===== config.mk =====
export PLATFORM = sky130hd
export DESIGN_NAME = bg_pixel_shifter_flat
export DESIGN_NICKNAME = d
export VERILOG_FILES = /design/src/rtl/ppu_pkg.sv /design/src/rtl/bg_pixel_shifter_if.sv /design/src/rtl/bg_plane_shift.sv /design/src/rtl/bg_pixel_shifter.sv /design/src/flat_wrapper.sv
export SDC_FILE = /design/constraint.sdc
export NUM_CORES = 1
export LEC_CHECK = 0
export ABC_AREA = 1
export CELL_PAD_IN_SITES_DETAIL_PLACEMENT = 0
export CELL_PAD_IN_SITES_GLOBAL_PLACEMENT = 1
export CORE_MARGIN = 8
export CORE_UTILIZATION = 44
export DETAILED_ROUTE_END_ITERATION = 16
export GPL_TIMING_DRIVEN = 0
export MAX_ROUTING_LAYER = met4
export PLACE_DENSITY_LB_ADDON = 0.1
export SKIP_LAST_GASP = 1
export SYNTH_ARGS = -nofsm -noshare
export SYNTH_HDL_FRONTEND = slang
export SYNTH_SLANG_ARGS = --single-unit

===== constraint.sdc =====
create_clock -name clk -period 2.5 [get_ports clk]
set_input_delay 0.25 -clock clk [delete_from_list [all_inputs] [get_ports clk]]
set_output_delay 0.25 -clock clk [all_outputs]
set_load 0.02 [all_outputs]

===== src/rtl/ppu_pkg.sv =====
// Shared types and constants for the PPU background pixel path.
package ppu_pkg;
  localparam int PAL_ADDR_W    = 5;
  localparam int PIX_W         = 4;
  localparam int MASK_COLS_DEF = 8;
  localparam int PLANE_W       = 16;

  typedef struct packed {
    logic [1:0] attr;
    logic [1:0] pat;
  } bg_pix_t;

  // Pattern value 0 is transparent and always maps to the universal backdrop.
  function automatic logic [PAL_ADDR_W-1:0] bg_pal_addr(bg_pix_t pix);
    return (pix.pat == 2'b00) ? '0 : {1'b0, pix};
  endfunction
endpackage


===== src/rtl/bg_pixel_shifter_if.sv =====
// Tile-fetch, scroll/mask controls and palette-address outputs of the background pixel stage.
interface bg_pixel_shifter_if;
  import ppu_pkg::*;

  logic                  line_start;
  logic                  shift_en;
  logic                  load;
  logic [7:0]            pat_lo;
  logic [7:0]            pat_hi;
  logic [1:0]            attr;
  logic [2:0]            fine_x;
  logic                  show_bg;
  logic                  show_bg_left;
  logic                  pix_valid;
  logic [PIX_W-1:0]      bg_pix;
  logic [PAL_ADDR_W-1:0] pal_addr;

  modport master (
    output line_start, shift_en, load, pat_lo, pat_hi, attr,
           fine_x, show_bg, show_bg_left, pix_valid,
    input  bg_pix, pal_addr
  );

  modport slave (
    input  line_start, shift_en, load, pat_lo, pat_hi, attr,
           fine_x, show_bg, show_bg_left, pix_valid,
    output bg_pix, pal_addr
  );
endinterface


===== src/rtl/bg_plane_shift.sv =====
// One 16-bit background plane: shifts left, reloads its low byte with the next tile, taps one bit.
module bg_plane_shift
  import ppu_pkg::*;
(
  input  logic       clk,
  input  logic       rst,
  input  logic       shift_en,
  input  logic       load,
  input  logic [7:0] din,
  input  logic [3:0] sel,
  output logic       tap
);

  logic [PLANE_W-1:0] sh;

  // A load happens on the same edge as a shift, so the upper byte takes the shifted bits 14:7.
  always_ff @(posedge clk) begin
    if (rst) begin
      sh <= '0;
    end else if (shift_en) begin
      if (load) sh <= {sh[PLANE_W-2:7], din};
      else      sh <= {sh[PLANE_W-2:0], 1'b0};
    end
  end

  assign tap = sh[sel];

endmodule


===== src/rtl/bg_pixel_shifter.sv =====
// Background pixel stage: tile shift planes, fine-X select, enable/left-column mask, palette address.
module bg_pixel_shifter
  import ppu_pkg::*;
#(
  parameter int MASK_COLS = MASK_COLS_DEF
) (
  input  logic              clk,
  input  logic              rst,
  bg_pixel_shifter_if.slave bus
);

  logic [3:0]            sel;
  logic                  tap_pat_lo;
  logic                  tap_pat_hi;
  logic                  tap_at_lo;
  logic                  tap_at_hi;
  bg_pix_t               raw;
  bg_pix_t               pix_next;
  logic                  masked;
  logic [7:0]            col;
  bg_pix_t               bg_pix_q;
  logic [PAL_ADDR_W-1:0] pal_addr_q;

  assign sel = 4'd15 - {1'b0, bus.fine_x};

  bg_plane_shift u_pat_lo (
    .clk      (clk),
    .rst      (rst),
    .shift_en (bus.shift_en),
    .load     (bus.load),
    .din      (bus.pat_lo),
    .sel      (sel),
    .tap      (tap_pat_lo)
  );

  bg_plane_shift u_pat_hi (
    .clk      (clk),
    .rst      (rst),
    .shift_en (bus.shift_en),
    .load     (bus.load),
    .din      (bus.pat_hi),
    .sel      (sel),
    .tap      (tap_pat_hi)
  );

  bg_plane_shift u_at_lo (
    .clk      (clk),
    .rst      (rst),
    .shift_en (bus.shift_en),
    .load     (bus.load),
    .din      ({8{bus.attr[0]}}),
    .sel      (sel),
    .tap      (tap_at_lo)
  );

  bg_plane_shift u_at_hi (
    .clk      (clk),
    .rst      (rst),
    .shift_en (bus.shift_en),
    .load     (bus.load),
    .din      ({8{bus.attr[1]}}),
    .sel      (sel),
    .tap      (tap_at_hi)
  );

  assign raw = {tap_at_hi, tap_at_lo, tap_pat_hi, tap_pat_lo};

  // Mask uses the column of the pixel being emitted, i.e. col before this edge's increment.
  assign masked = !bus.pix_valid || !bus.show_bg ||
                  (!bus.show_bg_left && (int'(col) < MASK_COLS));

  assign pix_next = masked ? bg_pix_t'('0) : raw;

  always_ff @(posedge clk) begin
    if (rst) begin
      col        <= '0;
      bg_pix_q   <= '0;
      pal_addr_q <= '0;
    end else begin
      if (bus.line_start)                    col <= '0;
      else if (bus.pix_valid && col != 8'hFF) col <= col + 8'd1;
      bg_pix_q   <= pix_next;
      pal_addr_q <= bg_pal_addr(pix_next);
    end
  end

  assign bus.bg_pix   = bg_pix_q;
  assign bus.pal_addr = pal_addr_q;

endmodule


===== src/flat_wrapper.sv =====
// flat-port wrapper written by rule: the top's interface ports become plain ports
module bg_pixel_shifter_flat import ppu_pkg::*;
#(
  parameter int MASK_COLS = MASK_COLS_DEF
)
  (clk, rst, bus_line_start, bus_shift_en, bus_load, bus_pat_lo, bus_pat_hi, bus_attr, bus_fine_x, bus_show_bg, bus_show_bg_left, bus_pix_valid, bus_bg_pix, bus_pal_addr);
  bg_pixel_shifter_if bus_i ();
  input  logic clk;
  input  logic rst;
  input wire logic [$bits(bus_i.line_start)-1:0] bus_line_start;
  input wire logic [$bits(bus_i.shift_en)-1:0] bus_shift_en;
  input wire logic [$bits(bus_i.load)-1:0] bus_load;
  input wire logic [$bits(bus_i.pat_lo)-1:0] bus_pat_lo;
  input wire logic [$bits(bus_i.pat_hi)-1:0] bus_pat_hi;
  input wire logic [$bits(bus_i.attr)-1:0] bus_attr;
  input wire logic [$bits(bus_i.fine_x)-1:0] bus_fine_x;
  input wire logic [$bits(bus_i.show_bg)-1:0] bus_show_bg;
  input wire logic [$bits(bus_i.show_bg_left)-1:0] bus_show_bg_left;
  input wire logic [$bits(bus_i.pix_valid)-1:0] bus_pix_valid;
  output wire logic [$bits(bus_i.bg_pix)-1:0] bus_bg_pix;
  output wire logic [$bits(bus_i.pal_addr)-1:0] bus_pal_addr;
  assign bus_i.line_start = bus_line_start;
  assign bus_i.shift_en = bus_shift_en;
  assign bus_i.load = bus_load;
  assign bus_i.pat_lo = bus_pat_lo;
  assign bus_i.pat_hi = bus_pat_hi;
  assign bus_i.attr = bus_attr;
  assign bus_i.fine_x = bus_fine_x;
  assign bus_i.show_bg = bus_show_bg;
  assign bus_i.show_bg_left = bus_show_bg_left;
  assign bus_i.pix_valid = bus_pix_valid;
  assign bus_bg_pix = bus_i.bg_pix;
  assign bus_pal_addr = bus_i.pal_addr;
  bg_pixel_shifter #(.MASK_COLS(MASK_COLS)) u_core (.clk(clk), .rst(rst), .bus(bus_i));
endmodule

* Word level (Yosys, flattened, before mapping)
Index checks and enable logic that the tools add are counted.
** Operators by class
- Add/subtract/negate cells :: 2
- Order comparisons :: 2
- Equality and inequality tests :: 1
- Mux-type cells :: 13
- Reductions and logical operators :: 10
** Operator list (number)
- $mux 8 :: 4
- $bmux 1 s4 :: 4
- $add 8x1->8 const B :: 1
- $lt 8x4->1 const B :: 1
- $ne 8x8->1 const B :: 1
- $lt 4x5->1 const B :: 1
- $mux 1 :: 4
- $mux 4 :: 1
- $reduce_or 2->1 :: 2
- $sub 4x3->4 const A :: 1
- $logic_not 1->1 :: 3
- $logic_and 1x1->1 :: 2
- $logic_not 2->1 :: 1
- $logic_or 1x1->1 :: 2
** Word-level totals
- Flip-flop bits (word level) :: 81
- Input bits :: 29
- Output and inout port bits :: 9
- Word-level logic and storage cells :: 37

* Depth between registers and ports, before layout
Gate-level depths: netlist of the first run.
- Depth after elaboration :: 6
- Depth in mapped cells :: 8
- Gate-level depth less buffers :: 7

* Hierarchy
From an unflattened synthesis of the first run, not the netlist that was laid out.
** Second synthesis, totals
- Cell total of the unflattened synthesis :: 582
- Area, all modules :: 4043.9 µm²
** By module, submodules not included
- bg_plane_shift :: times used 4, cells an instance 119, area an instance 823.3 µm², seq. area each 320.3 µm²
- bg_pixel_shifter :: times used 1, cells an instance 106, area an instance 750.7 µm², seq. area each 320.3 µm²

* Least setup slack after synthesis of the first run
Ideal clock, no wire load.
- Path type :: register to register
- Start point :: register u_core.col[0]
- End point :: register u_core.col[3]
- Library setup time :: 0.070 ns
- Data arrival time :: 1.181 ns
- Data required time :: 2.430 ns
- Slack :: 1.249 ns
- Cell stages (with the launch flop) :: 8
- Buffers on the path :: 0
- Clock period less this slack :: 1.251 ns
- Cells stage by stage :: dfxtp_1 ha_1 nand2_1 nor3_2 nand2_1 nand2_1 nand2_1 a21oi_1
** Between the ends
- Cells in the longest elaborated chain, start to end :: 2
- Elaborated cells on any way between the ends :: 3
- Classes of those cells :: add/sub (1); eq/ne (1); reduce/logical (1)
** Ends and longest elaborated chain
- from (decl) :: line bg_pixel_shifter.sv:20 : logic [7:0] col;
- from (signal assigned) :: line bg_pixel_shifter.sv:81 : else if (bus.pix_valid && col != 8'hFF) col <= col + 8'd1;
- branches (longest 2 deep; another with $add 8x1->8)
Several ways; the timed one is not identified.
A chain may end at the register's enable or synchronous reset.

* Worst setup path after layout of the first run
- Start point :: register u_core.bg_pix_q, in the netlist u_core.bus.bg_pix[2]
- End point :: output bus_bg_pix[2]
** RTL lines
- from (decl) :: line bg_pixel_shifter.sv:21 : bg_pix_t bg_pix_q;
- from (signal assigned) :: line bg_pixel_shifter.sv:82 : bg_pix_q <= pix_next;
- to (decl) :: line flat_wrapper.sv:20 : output wire logic [$bits(bus_i.bg_pix)-1:0] bus_bg_pix;
No word-level cell between the ends.

==> results of run 1 <==
-- metal layers --
| layer | track usage (%) | wire length, um | up-vias |
|---|---|---|---|
| li1 | - | - | 1641 |
| met1 | 18.7 | 3880 | 1398 |
| met2 | 23.5 | 3570 | 35 |
| met3 | 3.75 | 260 | 11 |
| met4 | 6.03 | 129 | 0 |
| met5 | - | 0 | - |
-- worst paths after layout --
| kind | end |
|---|---|
| max | bus_bg_pix[2] |
| min | u_core.u_pat_lo.sh[5] |
| max reg2reg | u_core.col[7] |
| min reg2reg | u_core.u_pat_hi.sh[0] |
-- logic make-up after synthesis --
logic type / count (synthesis) / synth area share, %
fa+ha+maj: 1 / 0.351
compound gates: 111 / 20.4
simple gates: 171 / 19.8
other cells: 1 / 0.105
buf+inv: 119 / 13.7
flops: 80 / 44.9
xor+xnor: 3 / 0.737
-- flip-flops by register name, summed over array words and instances, names as in the netlist --
name	cells
u_core.u_at_hi.sh	16
u_core.u_at_lo.sh	16
u_core.u_pat_hi.sh	16
u_core.u_pat_lo.sh	16
u_core.col	8
u_core.bus.bg_pix	4
u_core.bus.pal_addr	4
-- layout by cell type (no fill, tap or decap) --
master           instances
xor2_1                   3
o22ai_1                 14
buf_2                   13
o21ai_1                 32
o21a_1                   2
dfxtp_1                 80
o211ai_1                 3
or2_1                    1
clkinvlp_4               1
nor2_1                  56
o211ai_2                 2
inv_2                    6
nand3_1                 38
bufinv_16                3
ha_1                     1
nor2_2                   2
o21ai_0                 19
nor3_1                   1
buf_1                    2
buf_4                    1
clkbuf_8                11
a21boi_2                 1
a21oi_1                 26
buf_6                    3
o221ai_2                12
clkbuf_1                 9
nor3_2                   1
clkdlybuf4s50_1         34
conb_1                   1
nand2_1                 72
clkinv_2                 1
inv_1                   85
-- power groups by stage --
stage                     Sequential [mW]  Clock, mW  Combinational, mW
after global placement               1.39          0              0.311
after detailed placement             1.39          0              0.315
final                                1.36       1.19              0.313
after CTS                            1.36       1.22              0.317
after floorplan                      1.39          0              0.211
after global routing                 1.37       1.27              0.358
-- final cells by class --
cell class	instances	share of cell area [%]
inverter	91	7.96
tap	105	3.06
multi-input combinational	287	34.4
timing repair buffer	34	7.93
clock inverter	5	2.39
buffer	28	3.44
sequential	80	37.3
clock buffer	11	3.53
-- per-stage QoR --
stage	setup slack (ps)	hold WS [ps]
floorplan	1250	319
global placement	675	453
detailed placement	666	455
CTS	954	357
global route	874	381
finish	983	365
==> run metrics, run 1 <==
Post-DP Area=4040 sq um; final std cells w/o fill=between 600 and 700; Placed Instances=between 600 and 700; peak supply drop=roughly 0.32 mV; flops & latches, synth=80; Critical Path End Type=output port; EDFF count, synth=0; fin crit share=around three fifths; status=finished, final reports clean; residual DRC count=0; P_leak=~1.9 nW; most frequent cell after synthesis=inv_1; Crit path largest cell delay=about 600 ps; number of global-route vias before repair=approximately 3000; Slew Limit Fails=0; multi-input logic area=around 1500 sq um; crit-path cells=clkdlybuf4s50_1; Yosys warning count=0; TritonCTS clock tree=yes; hold path start=bus_load; sequential area share after synthesis=~45%; FF-to-FF Start=u_core.col[0]; Root Buffer=clkbuf_8; post-CTS sizing=0; DIE AREA=11200 sq um; RSZ-0062 raised after global routing=no; FF-to-FF setup slack=~1000 ps; # rows=33; Post-synth top cells=85 x inv_1, 80 x dfxtp_1, 72 x nand2_1; WP buf/inv=1; Mapped Avg Cell Area=about 7.3 sq um; CP max FO=1; Tot Pwr=approximately 2.9 mW; Worst EP required=approximately 2300 ps; syn_nets=around 520; HPWL after DPL=~5.6 mm; Flop pwr share=47.6%; effective utilization at floorplan=between 40 and 50%; H-Tree Depth=3; Final Hold Vio Count=0; Hold Path Stages=5; clock sinks=80; final setup violating endpoints=0; Hold-fix buffers, CTS=0; port bufs=34; vias per cell=between 4 and 5; Design Area, Final=4290 sq um; cell count after synthesis=roughly 490; Internal=approximately 2.2 mW; Die X=106 um; first-pass GRT wire length=around 14 mm; Combinational Power Share=approximately 11%; fin nets=561; ant diodes=0; PD cells=667 nW/um^2; initial antenna violation count=0; f_max=roughly 660 MHz; share of post-route cells with drive strength above 1=between 10% and 20%; CP Depth=1; Num CTS Buffers=9; nature of the critical path startpoint=register; DRT Wirelength=7.84 mm; FF-to-FF path depth=7; Post-CTS Setup Bufs=0; DR pass1 iterations=4; post-layout minimum cycle time=1520 ps; wire per inst=~12 um; Setup CP Type=register to output port; CP startpoint=u_core.bus.bg_pix[2]; switching share of power=a little under a quarter; asr flop ratio synth=0%; top post-synthesis cells by area=dfxtp_1 45%, inv_1 9.0%, nand2_1 7.6%, nor2_1 5.9%, nand3_1 5.3%; remaining antenna violation count=0; most used flip-flop cell after synthesis=dfxtp_1; Post-Syn Area=3560 sq um; Total GRT Usage=about 15%; clk_lat worst skew=350 ps; post-synth top area share=between 40% and 50%; largest net degree at the start of global routing=14; Worst Skew=around 7.6 ps; area growth from synthesis to layout=20.4%; RePlAce Congestion=0.824; Largest delay share family, worst path=buffers and inverters; Unique masters post-synth=27; max_cap viols=0; CP Data Arrival Time=around 1300 ps; final setup TNS=0 ps; Longest Clk Path Bufs=2; # IOs=38; Core ar.=approximately 8100 sq um; Worst Hold Class=input pin to register; Die Ht=106 um; register area=~1600 sq um; gr ovfl total=0; clk slew on worst S/H paths=~80 ps; clock share of power=between 40% and 50%; switching power=0.680 mW; Layout Utilization=53.3%; Synth area leader=dfxtp_1; # fillers=between 800 and 900; crit path max-delay cell type=clkdlybuf4s50_1; via count=between 3000 and 4000; DR iter-0 viols=97
(Power assumes the default switching activity.)
==> run 2, diff against run 1 <==
CORE_UTILIZATION = 37   (was 44)
clock period = 1.3 ns   (was 2.5 ns; I/O delays follow)
==> run 2 against run 1 <==
  * The run now ends with negative setup slack left
  * Clock skew grew 3.8 ps
  * Register-to-register slack lost 1100 ps
  * Global-route usage fell by 1.3 points
  * Wire length grew 5.3%
  * First-iteration DRC count up 52%
  * Flip-flop and latch count is the same
  * Utilization shrank 7.0 points
  * Non-clock buffer count is 2 higher
  * Combinational power rose by 100%
  * Critical path type is now register to register
==> run metrics, run 2 (synthesis results as in run 1) <==
Longest Clk Path Bufs=2 (unchanged); HPWL after DPL=5.89 mm (+5.1%); port bufs=34 (unchanged); worst-case setup slack after placement=-431 ps (-1100 ps); initial antenna violation count=0 (unchanged); crit-path cells=ha_4 > nand2_4 > nor3_4 > nand2_1 > nand2_2 > nand2_1 > a21oi_2; number of global-route vias before repair=3002 (+0.50%); H-Tree Depth=3 (unchanged); DR iter-0 viols=147 (+52%); Total GRT Usage=14.0% (-1.3 points); Tot Pwr=5.47 mW (+91%); status=finished with violations; Design Area, Final=4420 sq um (+3.0%); Die X=114 um (+7.7%); peak supply drop=0.470 mV (+47%); fin nets=563 (+0.36%); final setup violating endpoints=1 (+1); Placed Instances=653 (+4.5%); clk_lat worst skew=360 ps (about the same); Internal=4.11 mW (+88%); PD cells=1240 nW/um^2 (+86%); gr ovfl total=0 (unchanged); vias per cell=4.63 (-3.9%); Die Ht=114 um (+7.7%); RePlAce Congestion=0.768 (-6.8%); final setup margin=-13.2 ps (-997 ps); Layout Utilization=46.3% (-7.0 points); area growth from synthesis to layout=24.0%; clock share of power=40.6% (-0.9 points); Slew Limit Fails=0 (unchanged); Critical Path Most Common Cell=nand2_1; post-layout minimum cycle time=about 1300 ps; fin crit share=101%; Crit path largest cell delay=360 ps (-240 ps); wire per inst=12.3 um (+0.55%); Post-DP Area=4070 sq um (+0.87%); Setup CP Type=register to register; largest net degree at the start of global routing=15 (+1); DRT Wirelength=8.25 mm (+5.3%); Num CTS Buffers=9 (unchanged); Worst EP required=1590 ps (-660 ps); Critical Path End Type=register; switching share of power=24.9% (+1.1 points); clock sinks=80 (unchanged); Final Hold Vio Count=0 (unchanged); TritonCTS clock tree=yes; P_leak=2.05 nW (+5.9%); crit path max-delay cell type=dfxtp_2; remaining antenna violation count=0 (unchanged); commonest non-fill, non-tap cell in the layout=inv_1; Root Buffer=clkbuf_8; DIE AREA=13000 sq um (+16%); clk slew on worst S/H paths=90 ps (about the same); Core ar.=9550 sq um (+19%); final std cells w/o fill=671 (+4.7%); first-pass GRT wire length=14.2 mm (+4.4%); nature of the critical path startpoint=register; Worst Skew=11.3 ps (+3.79 ps); Worst Hold Class=input pin to register; CP max FO=5 (+4); ant diodes=0 (unchanged); Combinational Power Share=11.5% (+0.6 points); RSZ-0062 raised after global routing=yes; residual DRC count=0 (unchanged); # IOs=38 (unchanged); f_max=between 700 and 800 MHz; highest-count cells in the layout ignoring fill and taps=85 x inv_1, 78 x dfxtp_1, 69 x nand2_1, 56 x nor2_1, 36 x nand3_1; DR pass1 iterations=4 (unchanged); CP Data Arrival Time=1600 ps (+330 ps); Flop pwr share=47.9% (+0.3 points); via count=3104 (+0.62%); share of post-route cells with drive strength above 1=14.5% (+3.9 points); violated checks=negative setup slack; max_cap viols=0 (unchanged); switching power=1.36 mW (+100%); # rows=36 (+9.1%); effective utilization at floorplan=37.3% (-6.9 points)
run 2: what timing repair did:
item                       CTS  global route
hold buffers                 0             0
resized for setup           22            24
buffers inserted             2             0
pin swaps                    3             6
setup endpoints to repair   60            57
run 2: final cells by class:
type                            count  area [sq um]
Tap cell                          133           166
Inverter                           91           342
Multi-Input combinational cell    287          1540
Sequential cell                    80          1600
Timing Repair Buffer               36           348
Fill cell                        1027          5130
Buffer                             28           173
Clock buffer                        9           124
Clock inverter                      7           119
run 2: worst paths after layout:
| check | endpoint | depth (start not counted) | slack [ps] | from |
|---|---|---|---|---|
| worst max-delay path | u_core.col[4] | 7 | -10 | u_core.col[0] |
| worst min-delay path | u_core.u_pat_lo.sh[3] | 5 | 220 | bus_load |
| worst max register to register | u_core.col[4] | 7 | -10 | u_core.col[0] |
| worst min register to register | u_core.u_at_hi.sh[8] | 2 | 470 | u_core.u_at_hi.sh[7] |
run 2: through the flow:
step | hold WS (ps) | setup TNS, ps
detailed placement | 456 | -27910
global route | 248 | -537
global placement | 451 | -29050
floorplan | 199 | 0
finish | 221 | -13.2
CTS | 212 | -116
run 2: power by group through the flow:
stage	Combinational (mW)	Clock, mW	Sequential [mW]
floorplan	0.407	0	2.66
global route	0.716	2.40	2.63
detailed placement	0.613	0	2.67
global placement	0.607	0	2.67
CTS	0.626	2.29	2.62
finish	0.629	2.22	2.62
run 2: worst max-delay path: cells and delay by family (launching register included):
| kind | cells | cell delay [ps] |
|---|---|---|
| AOI/OAI and AO/OA | 1 | 140 |
| adders and majority gates | 1 | 160 |
| DFF | 1 | 360 |
| and+or+nand+nor | 5 | 600 |
run 2: per-layer routing:
| layer | vias to the layer above | track usage (%) | share of wire, % |
|---|---|---|---|
| li1 | 1645 | - | - |
| met1 | 1423 | 17.0 | 49 |
| met2 | 28 | 22.0 | 47 |
| met3 | 8 | 3.38 | 2.7 |
| met4 | 0 | 4.88 | 1.2 |
| met5 | - | - | 0 |
